[config.mk]
export PLATFORM = sky130hd
export DESIGN_NAME = piece_lock_clear
export DESIGN_NICKNAME = d
export VERILOG_FILES = /design/src/rtl/piece_lock_clear.sv
export SDC_FILE = /design/constraint.sdc
export NUM_CORES = 1
export LEC_CHECK = 0
export BUFFER_PORTS_ARGS = -buffer_cell sky130_fd_sc_hd__buf_2
export CORE_UTILIZATION = 45
export DETAILED_ROUTE_END_ITERATION = 10
export GPL_ROUTABILITY_DRIVEN = 0
export PLACE_DENSITY = 0.63
export SLEW_MARGIN = 15
export SYNTH_ARGS = -nofsm -noshare
export SYNTH_HDL_FRONTEND = slang
export SYNTH_SLANG_ARGS = --single-unit
[constraint.sdc]
create_clock -name clk -period 6.2 [get_ports clk]
set_input_delay 0.31 -clock clk [delete_from_list [all_inputs] [get_ports clk]]
set_output_delay 0.31 -clock clk [all_outputs]
set_load 0.02 [all_outputs]
[src/rtl/piece_lock_clear.sv]
// rtl/piece_lock_clear.sv - locks a landed piece into board RAM, removes full rows, counts lines
// Optional score output is built when PIECE_LOCK_SCORE_EN is defined.
module piece_lock_clear #(
  parameter int COLS = 10,
  parameter int ROWS = 24
) (
  input  logic       clk,
  input  logic       reset,
  input  logic       start,
  input  logic [4:0] X_anchor,
  input  logic [5:0] Y_anchor,
  input  logic [7:0] cell_x,
  input  logic [7:0] cell_y,
  input  logic [5:0] colour,
  input  logic [5:0] ram_q,
  output logic [7:0] ram_addr,
  output logic [5:0] ram_d,
  output logic       ram_we,
  output logic       busy,
  output logic       done,
  output logic [2:0] lines_cleared
`ifdef PIECE_LOCK_SCORE_EN
  ,
  output logic [15:0] score
`endif
);

  localparam logic [7:0] C8 = 8'(COLS);
  localparam logic [7:0] R8 = 8'(ROWS);

  typedef enum logic [2:0] {IDLE, WRITE, SCAN, SHIFT, CLEARTOP, DONE} state_t;

  state_t     state, state_n;
  logic [7:0] cnt, cnt_n;
  logic [7:0] row, row_n;
  logic [7:0] dst, dst_n;
  logic       phase, phase_n;
  logic       full, full_n;
  logic [2:0] lines, lines_n;
  logic       load;

  logic [4:0] xa;
  logic [5:0] ya;
  logic [7:0] cx, cy;
  logic [5:0] col_s;
  logic [7:0] cell_row, cell_col;

  function automatic logic [7:0] cell_addr(input logic [7:0] r, input logic [7:0] c);
    return 8'(16'(r) * 16'(COLS) + 16'(c));
  endfunction

  assign cell_row      = 8'(ya) + 8'(cy[{cnt[1:0], 1'b0} +: 2]);
  assign cell_col      = 8'(xa) + 8'(cx[{cnt[1:0], 1'b0} +: 2]);
  assign lines_cleared = lines;

  always_ff @(posedge clk or negedge reset) begin
    if (!reset) begin
      state <= IDLE;
      cnt   <= '0;
      row   <= '0;
      dst   <= '0;
      phase <= 1'b0;
      full  <= 1'b0;
      lines <= '0;
      xa    <= '0;
      ya    <= '0;
      cx    <= '0;
      cy    <= '0;
      col_s <= '0;
    end else begin
      state <= state_n;
      cnt   <= cnt_n;
      row   <= row_n;
      dst   <= dst_n;
      phase <= phase_n;
      full  <= full_n;
      lines <= lines_n;
      if (load) begin
        xa    <= X_anchor;
        ya    <= Y_anchor;
        cx    <= cell_x;
        cy    <= cell_y;
        col_s <= colour;
      end
    end
  end

  always_comb begin
    state_n  = state;
    cnt_n    = cnt;
    row_n    = row;
    dst_n    = dst;
    phase_n  = phase;
    full_n   = full;
    lines_n  = lines;
    load     = 1'b0;
    ram_addr = '0;
    ram_d    = '0;
    ram_we   = 1'b0;
    busy     = (state != IDLE) && (state != DONE);
    done     = (state == DONE);
    case (state)
      IDLE: begin
        if (start) begin
          load    = 1'b1;
          state_n = WRITE;
          cnt_n   = '0;
          lines_n = '0;
        end
      end
      WRITE: begin
        // Cells falling outside the board are silently dropped.
        if (cell_row < R8 && cell_col < C8) begin
          ram_we   = 1'b1;
          ram_d    = col_s;
          ram_addr = cell_addr(cell_row, cell_col);
        end
        if (cnt == 8'd3) begin
          state_n = SCAN;
          row_n   = R8 - 8'd1;
          cnt_n   = '0;
        end else begin
          cnt_n = cnt + 8'd1;
        end
      end
      SCAN: begin
        // Address for column cnt goes out while ram_q carries column cnt-1.
        if (cnt < C8) ram_addr = cell_addr(row, cnt);
        full_n = (cnt == 8'd0) ? 1'b1 : (full & (|ram_q));
        if (cnt == C8) begin
          cnt_n = '0;
          if (full & (|ram_q)) begin
            lines_n = lines + 3'd1;
            dst_n   = row;
            phase_n = 1'b0;
            state_n = (row == 8'd0) ? CLEARTOP : SHIFT;
          end else if (row == 8'd0) begin
            state_n = DONE;
          end else begin
            row_n = row - 8'd1;
          end
        end else begin
          cnt_n = cnt + 8'd1;
        end
      end
      SHIFT: begin
        if (!phase) begin
          ram_addr = cell_addr(dst - 8'd1, cnt);
          phase_n  = 1'b1;
        end else begin
          ram_addr = cell_addr(dst, cnt);
          ram_we   = 1'b1;
          ram_d    = ram_q;
          phase_n  = 1'b0;
          if (cnt == C8 - 8'd1) begin
            cnt_n = '0;
            dst_n = dst - 8'd1;
            if (dst == 8'd1) state_n = CLEARTOP;
          end else begin
            cnt_n = cnt + 8'd1;
          end
        end
      end
      CLEARTOP: begin
        ram_addr = cell_addr(8'd0, cnt);
        ram_we   = 1'b1;
        if (cnt == C8 - 8'd1) begin
          cnt_n = '0;
          // Four lines is the most one piece can complete, so stop scanning.
          state_n = (lines == 3'd4) ? DONE : SCAN;
        end else begin
          cnt_n = cnt + 8'd1;
        end
      end
      DONE: state_n = IDLE;
      default: state_n = IDLE;
    endcase
  end

`ifdef PIECE_LOCK_SCORE_EN
  function automatic logic [15:0] line_points(input logic [2:0] n);
    case (n)
      3'd1:    return 16'd40;
      3'd2:    return 16'd100;
      3'd3:    return 16'd300;
      3'd4:    return 16'd1200;
      default: return 16'd0;
    endcase
  endfunction

  logic [16:0] score_sum;
  assign score_sum = {1'b0, score} + {1'b0, line_points(lines)};

  // Line count is final on the transition into DONE, so score is current while done is high.
  always_ff @(posedge clk or negedge reset) begin
    if (!reset) begin
      score <= '0;
    end else if (state != DONE && state_n == DONE) begin
      score <= score_sum[16] ? 16'hFFFF : score_sum[15:0];
    end
  end
`endif

endmodule

==> impl_results.md, run 1 <==
* Post-synthesis sequential area ratio at 29.9%
* Reg2reg end: cnt[3]$_DFFE_PN0P_
* Cts bufs inserted at 9
* Routed WL at 12.5 mm
* Reg2reg start: state[2]$_DFFE_PN0P_
* Total negative setup slack at 0 ns
* Post-route minimum period at 4.66 ns
* Endpoints failing setup at 0
* Asr flop ratio synth at 100%
* Max cap viols at 0
* Final hold vios at 0
* First-pass GRT wire length at 21.4 mm
* CP Capture Type: primary output
* Ys flop type: dfrtp_1
* Average wire per standard cell at 16.6 um
* Max Transition Viols Final at 0
* Placed Instances at 737
* Core area at 0.0116 sq mm
* WHS at 0.166 ns
* Number of global-route vias before repair at 4,329
* Die height at 112 um
* Nets at 714
* Mean Syn Cell Area at 9.79 sq um
* Synthesized cell area at 0.00543 sq mm
* Synth Instances at 555
* Worst skew pair latency at 0.33 ns
* Critical Path AT at 4.35 ns
* Compound-Gate Fraction of Synth Area at 19.8%
* Post-CTS Hold Buffers at 0
* Num Clock Sinks at 65
* Clock slew at reported path FFs at 0.05 ns
* Post-CTS setup buffer count at 0
* R2R depth at 6
* EDFF count, synth at 0
* Largest family of logic cells by synthesized area: compound AO/OA/AOI/OAI gates
* IO Count at 62
* Die Area at 0.0125 sq mm
* IO Port Bufs at 61
* Hold Path Class: input port to async pin
* Largest net degree at the start of global routing at 66
* Drt pass-1 iters at 8
* Post-synthesis simple-gate area fraction at 13.6%
* CTS resizes at 0
* Grt ovf at 0
* Synth Area in Adders at 16.7%
* Failing checks: design-rule violations
* Layout cells sized above 1 at 21.8%
* Total GRT Usage at 21.3%
* ANT nets after route at 0
* RSZ-0062 raised after global routing: false
* Post-synth cell types at 74
* CP Data Required Time at 5.89 ns
* Root buffer cell: clkbuf_16
* Finished Layout Cells at 752
* Critical path class: flop to primary output
* Clock Path Buffers at 2
* CTS HTree Levels at 3
* Iter 0 DRT Violations at 322
* Cell Area, Placed at 0.00583 sq mm
* FMAX at 215 MHz
* Worst Clk Skew at 0.00640 ns
* Vias at 4,382
* Initial antenna violation count at 0
* Post-route cell area at 0.00613 sq mm
* Initial core utilization at 46.8%
* Final period utilization at 75.1%
* Syn_nets at 664
* Mux contribution to synthesized area at 9.21%
* Post-detailed-route DRC marker count at 2
* Crit Path Max Fanout at 10
* Tightest Pin Transition at 1.02 ns
* DP HPWL at 9.48 mm
* Crit start category: flop
* Yosys warnings at 0
* Post-synthesis register bit count at 65
* Core Rows at 39
* Xor/xnor share of the synthesized area at 6.96%
* Area Overhead vs Synth at 12.9%
* Die X at 112 um
* R2R setup slack at 3.62 ns
* Filler cell count at 1,086
* Slew HR at 31.9%
* CTS tree: done
* Status: finished with violations
* Via/cell ratio at 5.83
* Ant diodes at 0
## placed cells by master, fill, tap and decap left out, drive strengths merged, types with 4 or more instances in the layout
| cell | instances |
|---|---|
| nor3 | 13 |
| nor3b | 6 |
| nor2b | 4 |
| a22o | 7 |
| nand2 | 39 |
| inv | 28 |
| buf | 63 |
| xnor2 | 24 |
| xor2 | 14 |
| mux4 | 4 |
| or3 | 5 |
| clkbuf | 12 |
| a31oi | 4 |
| a21o | 13 |
| fa | 9 |
| nand3 | 11 |
| nand4 | 4 |
| ha | 58 |
| mux2i | 5 |
| a21oi | 32 |
| o21ai | 55 |
| dfrtp | 65 |
| mux2 | 32 |
| o21bai | 5 |
| and2 | 4 |
| nor2 | 23 |
## synth_stat cells, drive strengths merged, types with 9 or more instances
library cell,count,area share (%)
nor3,13,1.2
ha,58,13
a21o,13,1.8
inv,28,1.9
mux2,32,6.6
nor2,23,1.6
o21ai,55,5.1
buf,10,0.92
xnor2,24,3.9
fa,9,3.3
dfrtp,65,30
clkbuf,14,0.97
nand2,39,2.8
xor2,14,2.3
nand3,11,1.0
a21oi,32,3.2
## layer usage
layer | routed length, um | track usage (%)
met5 | 0 | 0
met3 | 558 | 2.72
met4 | 131 | 7.03
met1 | 6070 | 30.4
met2 | 5740 | 33.5
## kinds of logic (layout without fill, tap and decap cells)
group,count (synthesis),count (layout)
muxes,41,41
and+or+nand+nor,133,133
adders and majority gates,67,67
AOI/OAI and AO/OA,157,157
buffers and inverters,52,106
DFF,65,65
xor gates and xnor gates,40,40
## stage by stage
step                worst slack (ns)  utilization (%)
floorplan                       1.94                -
global route                    1.22             52.8
CTS                             1.50             52.8
detailed placement              1.87             50.2
finish                          1.54             52.8
global placement                1.96             50.2
## worst max path at each step
| stage | startpoint | to | slack, ns | cells past startpoint |
|---|---|---|---|---|
| 4_1_cts | cnt[0]$_DFFE_PN0P_ | ram_addr[7] | 1.50 | 14 |
| 3_5_place_dp | cnt[0]$_DFFE_PN0P_ | ram_addr[7] | 1.87 | 14 |
| 3_3_place_gp | cnt[0]$_DFFE_PN0P_ | ram_addr[7] | 1.96 | 13 |
| 6_report | cnt[0]$_DFFE_PN0P_ | ram_addr[7] | 1.54 | 14 |
| 2_1_floorplan | cnt[0]$_DFFE_PN0P_ | ram_addr[6] | 1.94 | 12 |
| 5_1_grt | cnt[0]$_DFFE_PN0P_ | ram_addr[7] | 1.22 | 14 |
## worst max-delay path, cell delays in order, from the launching register on
cell and delay, ns:
dfrtp_1 0.62, mux4_2 0.61, ha_1 0.31, a21o_1 0.19, nand2_1 0.08, xnor2_1 0.21, ha_1 0.27, ha_1 0.23
fa_1 0.43, ha_1 0.33, a21oi_1 0.17, nor3_1 0.05, nand3b_1 0.17, o211ai_1 0.13, buf_2 0.20
## cell type report
cell class,count,area [sq um],share of cell area (%)
clock buffers,12,256,4.18
clock inverters,3,40.0,0.653
inverters,28,105,1.71
multi-input cells,438,3600,58.8
flip-flops and latches,65,1630,26.5
well taps,143,179,2.92
repair buffers,63,320,5.22
## flip-flops by register name (all words and copies together) (netlist names)
register	cells
cnt	8
state	3
phase	1
xa	5
full	1
col_s	6
lines_cleared	3
row	8
cx	8
dst	8
ya	6
cy	8
Power of run 1 is left out: the tool's default activity adds up to more than one toggle a clock period on the data nets, which glitch-free logic cannot reach.
==> inputs of run 2 (changes only) <==
--- a/config.mk
+++ b/config.mk
@@ -9,7 +9,7 @@
 export CORE_UTILIZATION = 45
 export DETAILED_ROUTE_END_ITERATION = 10
 export GPL_ROUTABILITY_DRIVEN = 0
-export PLACE_DENSITY = 0.63
+export PLACE_DENSITY = 0.66
 export SLEW_MARGIN = 15
 export SYNTH_ARGS = -nofsm -noshare
 export SYNTH_HDL_FRONTEND = slang
==> constraint.sdc (replaced) <==
create_clock -name clk -period 3.8 [get_ports clk]
set_input_delay 0.19 -clock clk [delete_from_list [all_inputs] [get_ports clk]]
set_output_delay 0.19 -clock clk [all_outputs]
set_load 0.02 [all_outputs]
==> run 2 against run 1 <==
  * The run ends with design-rule violations, negative setup slack left
  * Setup slack got worse by 1.8 ns
  * First-iteration DRC count down 31%
  * Hold slack lost 0.15 ns
  * Global-route usage increased by 1.1 points
  * Design area grew 7.7%
  * Sequential share of layout area shrank 1.9 points
  * Via count grew 2.5%
  * Count of clock-buffer cells in the layout shrank 1
  * Critical path type unchanged
  * Largest cell class unchanged
==> impl_results.md, run 2 (synthesis results as in run 1) <==
* RSZ-0062 raised after global routing: true (was false)
* Reg2reg start: state[2]$_DFFE_PN0P_ (unchanged)
* Most common cell after layout, fill and taps aside: dfrtp_1 (unchanged)
* IO Count at 62 (unchanged)
* Post-route minimum period at 4.01 ns
* Slew HR at 34.4% (was 31.9%)
* Drt pass-1 iters at 7 (was 8)
* Hold Path Class: input port to async pin (unchanged)
* Root buffer cell: clkbuf_16 (unchanged)
* Max cap viols at 0 (unchanged)
* R2R setup slack at 1.21 ns (was 3.62 ns)
* Reg2reg end: cnt[3]$_DFFE_PN0P_ (unchanged)
* Max Transition Viols Final at 0 (unchanged)
* Grt ovf at 0 (unchanged)
* Status: finished with violations (unchanged)
* Total negative setup slack at -0.606 ns (was 0 ns)
* CP Data Required Time at 3.61 ns (was 5.89 ns)
* Die X at 112 um (unchanged)
* Initial core utilization at 46.8% (unchanged)
* Worst Setup Slack, final at -0.206 ns (was 1.54 ns)
* R2R depth at 6 (unchanged)
* Core area at 0.0116 sq mm (unchanged)
* Slowest CP cell: mux4_2 (was dfrtp_1)
* ANT nets after route at 0 (unchanged)
* CTS tree: done (unchanged)
* Crit start category: flop (unchanged)
* Nets at 745 (was 714)
* Initial antenna violation count at 0 (unchanged)
* Total GRT Usage at 22.5% (was 21.3%)
* Final hold vios at 0 (unchanged)
* Cts bufs inserted at 9 (unchanged)
* CTS HTree Levels at 3 (unchanged)
* Vias at 4,491 (was 4,382)
* CP Capture Type: primary output (unchanged)
* FMAX at 250 MHz
* Die Area at 0.0125 sq mm (unchanged)
* Worst skew pair latency at 0.33 ns (about the same)
* Clock Path Buffers at 2 (unchanged)
* Post-detailed-route DRC marker count at 1 (was 2)
* Crit-path max cell delay at 0.55 ns (was 0.62 ns)
* CP Cell Sequence: mux4_2 -> ha_4 -> fa_2 -> xor2_1 -> ha_2 -> ha_2 -> fa_1 -> ha_4 -> a21oi_2 -> o21ai_0 -> nand3b_1 -> o211ai_1 -> buf_4 (was mux4_2 -> ha_1 -> a21o_1 -> nand2_1 -> xnor2_1 -> ha_1 -> ha_1 -> fa_1 -> ha_1 -> a21oi_1 -> nor3_1 -> nand3b_1 -> o211ai_1 -> buf_2)
* Die height at 112 um (unchanged)
* First-pass GRT wire length at 22.5 mm (was 21.4 mm)
* Critical path class: flop to primary output (unchanged)
* Routed WL at 13.2 mm (was 12.5 mm)
* Worst Setup SP: cnt[0]$_DFFE_PN0P_ (unchanged)
* Via/cell ratio at 5.73 (was 5.83)
* Tightest Pin Transition at 0.983 ns (was 1.02 ns)
* IO Port Bufs at 61 (unchanged)
* DP HPWL at 9.75 mm (was 9.48 mm)
* Clock slew at reported path FFs at 0.06 ns (was 0.05 ns)
* Largest net degree at the start of global routing at 44 (was 66)
* Core Util, Final at 56.9% (was 52.8%)
* Final period utilization at 105%
* Iter 0 DRT Violations at 223 (was 322)
* Critical Path AT at 3.82 ns (was 4.35 ns)
* Number of global-route vias before repair at 4,586 (was 4,329)
* Worst Clk Skew at 0.00927 ns (was 0.00640 ns)
* Average wire per standard cell at 16.8 um (was 16.6 um)
* Ant diodes at 0 (unchanged)
* Crit Path Max Fanout at 4 (was 10)
* Most frequent cells in the layout: dfrtp_1, buf_2, ha_1 (unchanged)
* Failing checks: design-rule violations, negative setup slack (was design-rule violations)
* Endpoints failing setup at 3 (was 0)
* Num Clock Sinks at 65 (unchanged)
* Area Overhead vs Synth at 21.6% (was 12.9%)
* Core Rows at 39 (unchanged)
* Layout cells sized above 1 at 30.7% (was 21.8%)
[run 2: cell types whose count changed in the layout (fill, tap and decap cells not counted), sizes merged]
cell      previous run  this run
clkinv               2         1
buf                 63        94
clkbuf              12        11
clkinvlp             0         2
inv                 28        29
[run 2: routing by layer]
layer / GRT usage (%) / routed length (um)
met3: 2.99 / 640
met5: 0 / 0
met1: 31.8 / 6310
met2: 35.4 / 6100
met4: 7.48 / 162
[run 2: worst max path at each step]
| stage | depth (start not counted) | slack [ns] | end |
|---|---|---|---|
| 2_1_floorplan | 13 | 0.008 | ram_addr[7] |
| 5_1_grt | 14 | -0.41 | ram_addr[7] |
| 4_1_cts | 14 | -0.26 | ram_addr[5] |
| 6_report | 13 | -0.21 | ram_addr[7] |
| 3_5_place_dp | 13 | -0.09 | ram_addr[7] |
| 3_3_place_gp | 13 | 0.0006 | ram_addr[7] |
[run 2: layout make-up]
class,instances,area (sq um)
flip-flops and latches,65,1630
clock inverters,5,62.6
fillers,1030,5010
clock buffers,11,253
well taps,143,179
repair buffers,94,578
inverters,28,105
multi-input cells,438,3800
[run 2: critical path, delay by kind of cell, from the launching register on]
kind	cells	cell delay [ns]
compound gates	3	0.31
xor+xnor	1	0.23
fa+ha+maj	6	1.72
buf+inv	1	0.18
flops	1	0.40
mux	1	0.55
simple gates	1	0.10
[run 2: repair_timing]
| item | CTS | global route |
|---|---|---|
| endpoints found under the hold margin | 0 | 0 |
| setup buffers | 5 | 8 |
| pin swaps | 5 | 21 |
| gates cloned | 0 | 1 |
| resized for setup | 19 | 31 |
| hold buffers | 0 | 0 |
| setup endpoints to repair | 14 | 15 |
[run 2: per-stage QoR]
| stage | instance area (sq um) | std cells | setup WS (ns) | hold slack [ns] |
|---|---|---|---|---|
| after floorplan | 5440 | 555 | 0.00821 | -0.106 |
| after global routing | 6610 | 784 | -0.411 | 0.0743 |
| final | 6610 | 784 | -0.206 | 0.0205 |
| after global placement | 5970 | 755 | 0.000641 | 0.404 |
| after detailed placement | 5970 | 755 | -0.0907 | 0.402 |
| after CTS | 6420 | 776 | -0.256 | 0.0477 |
Power of run 2 is left out for the same reason.
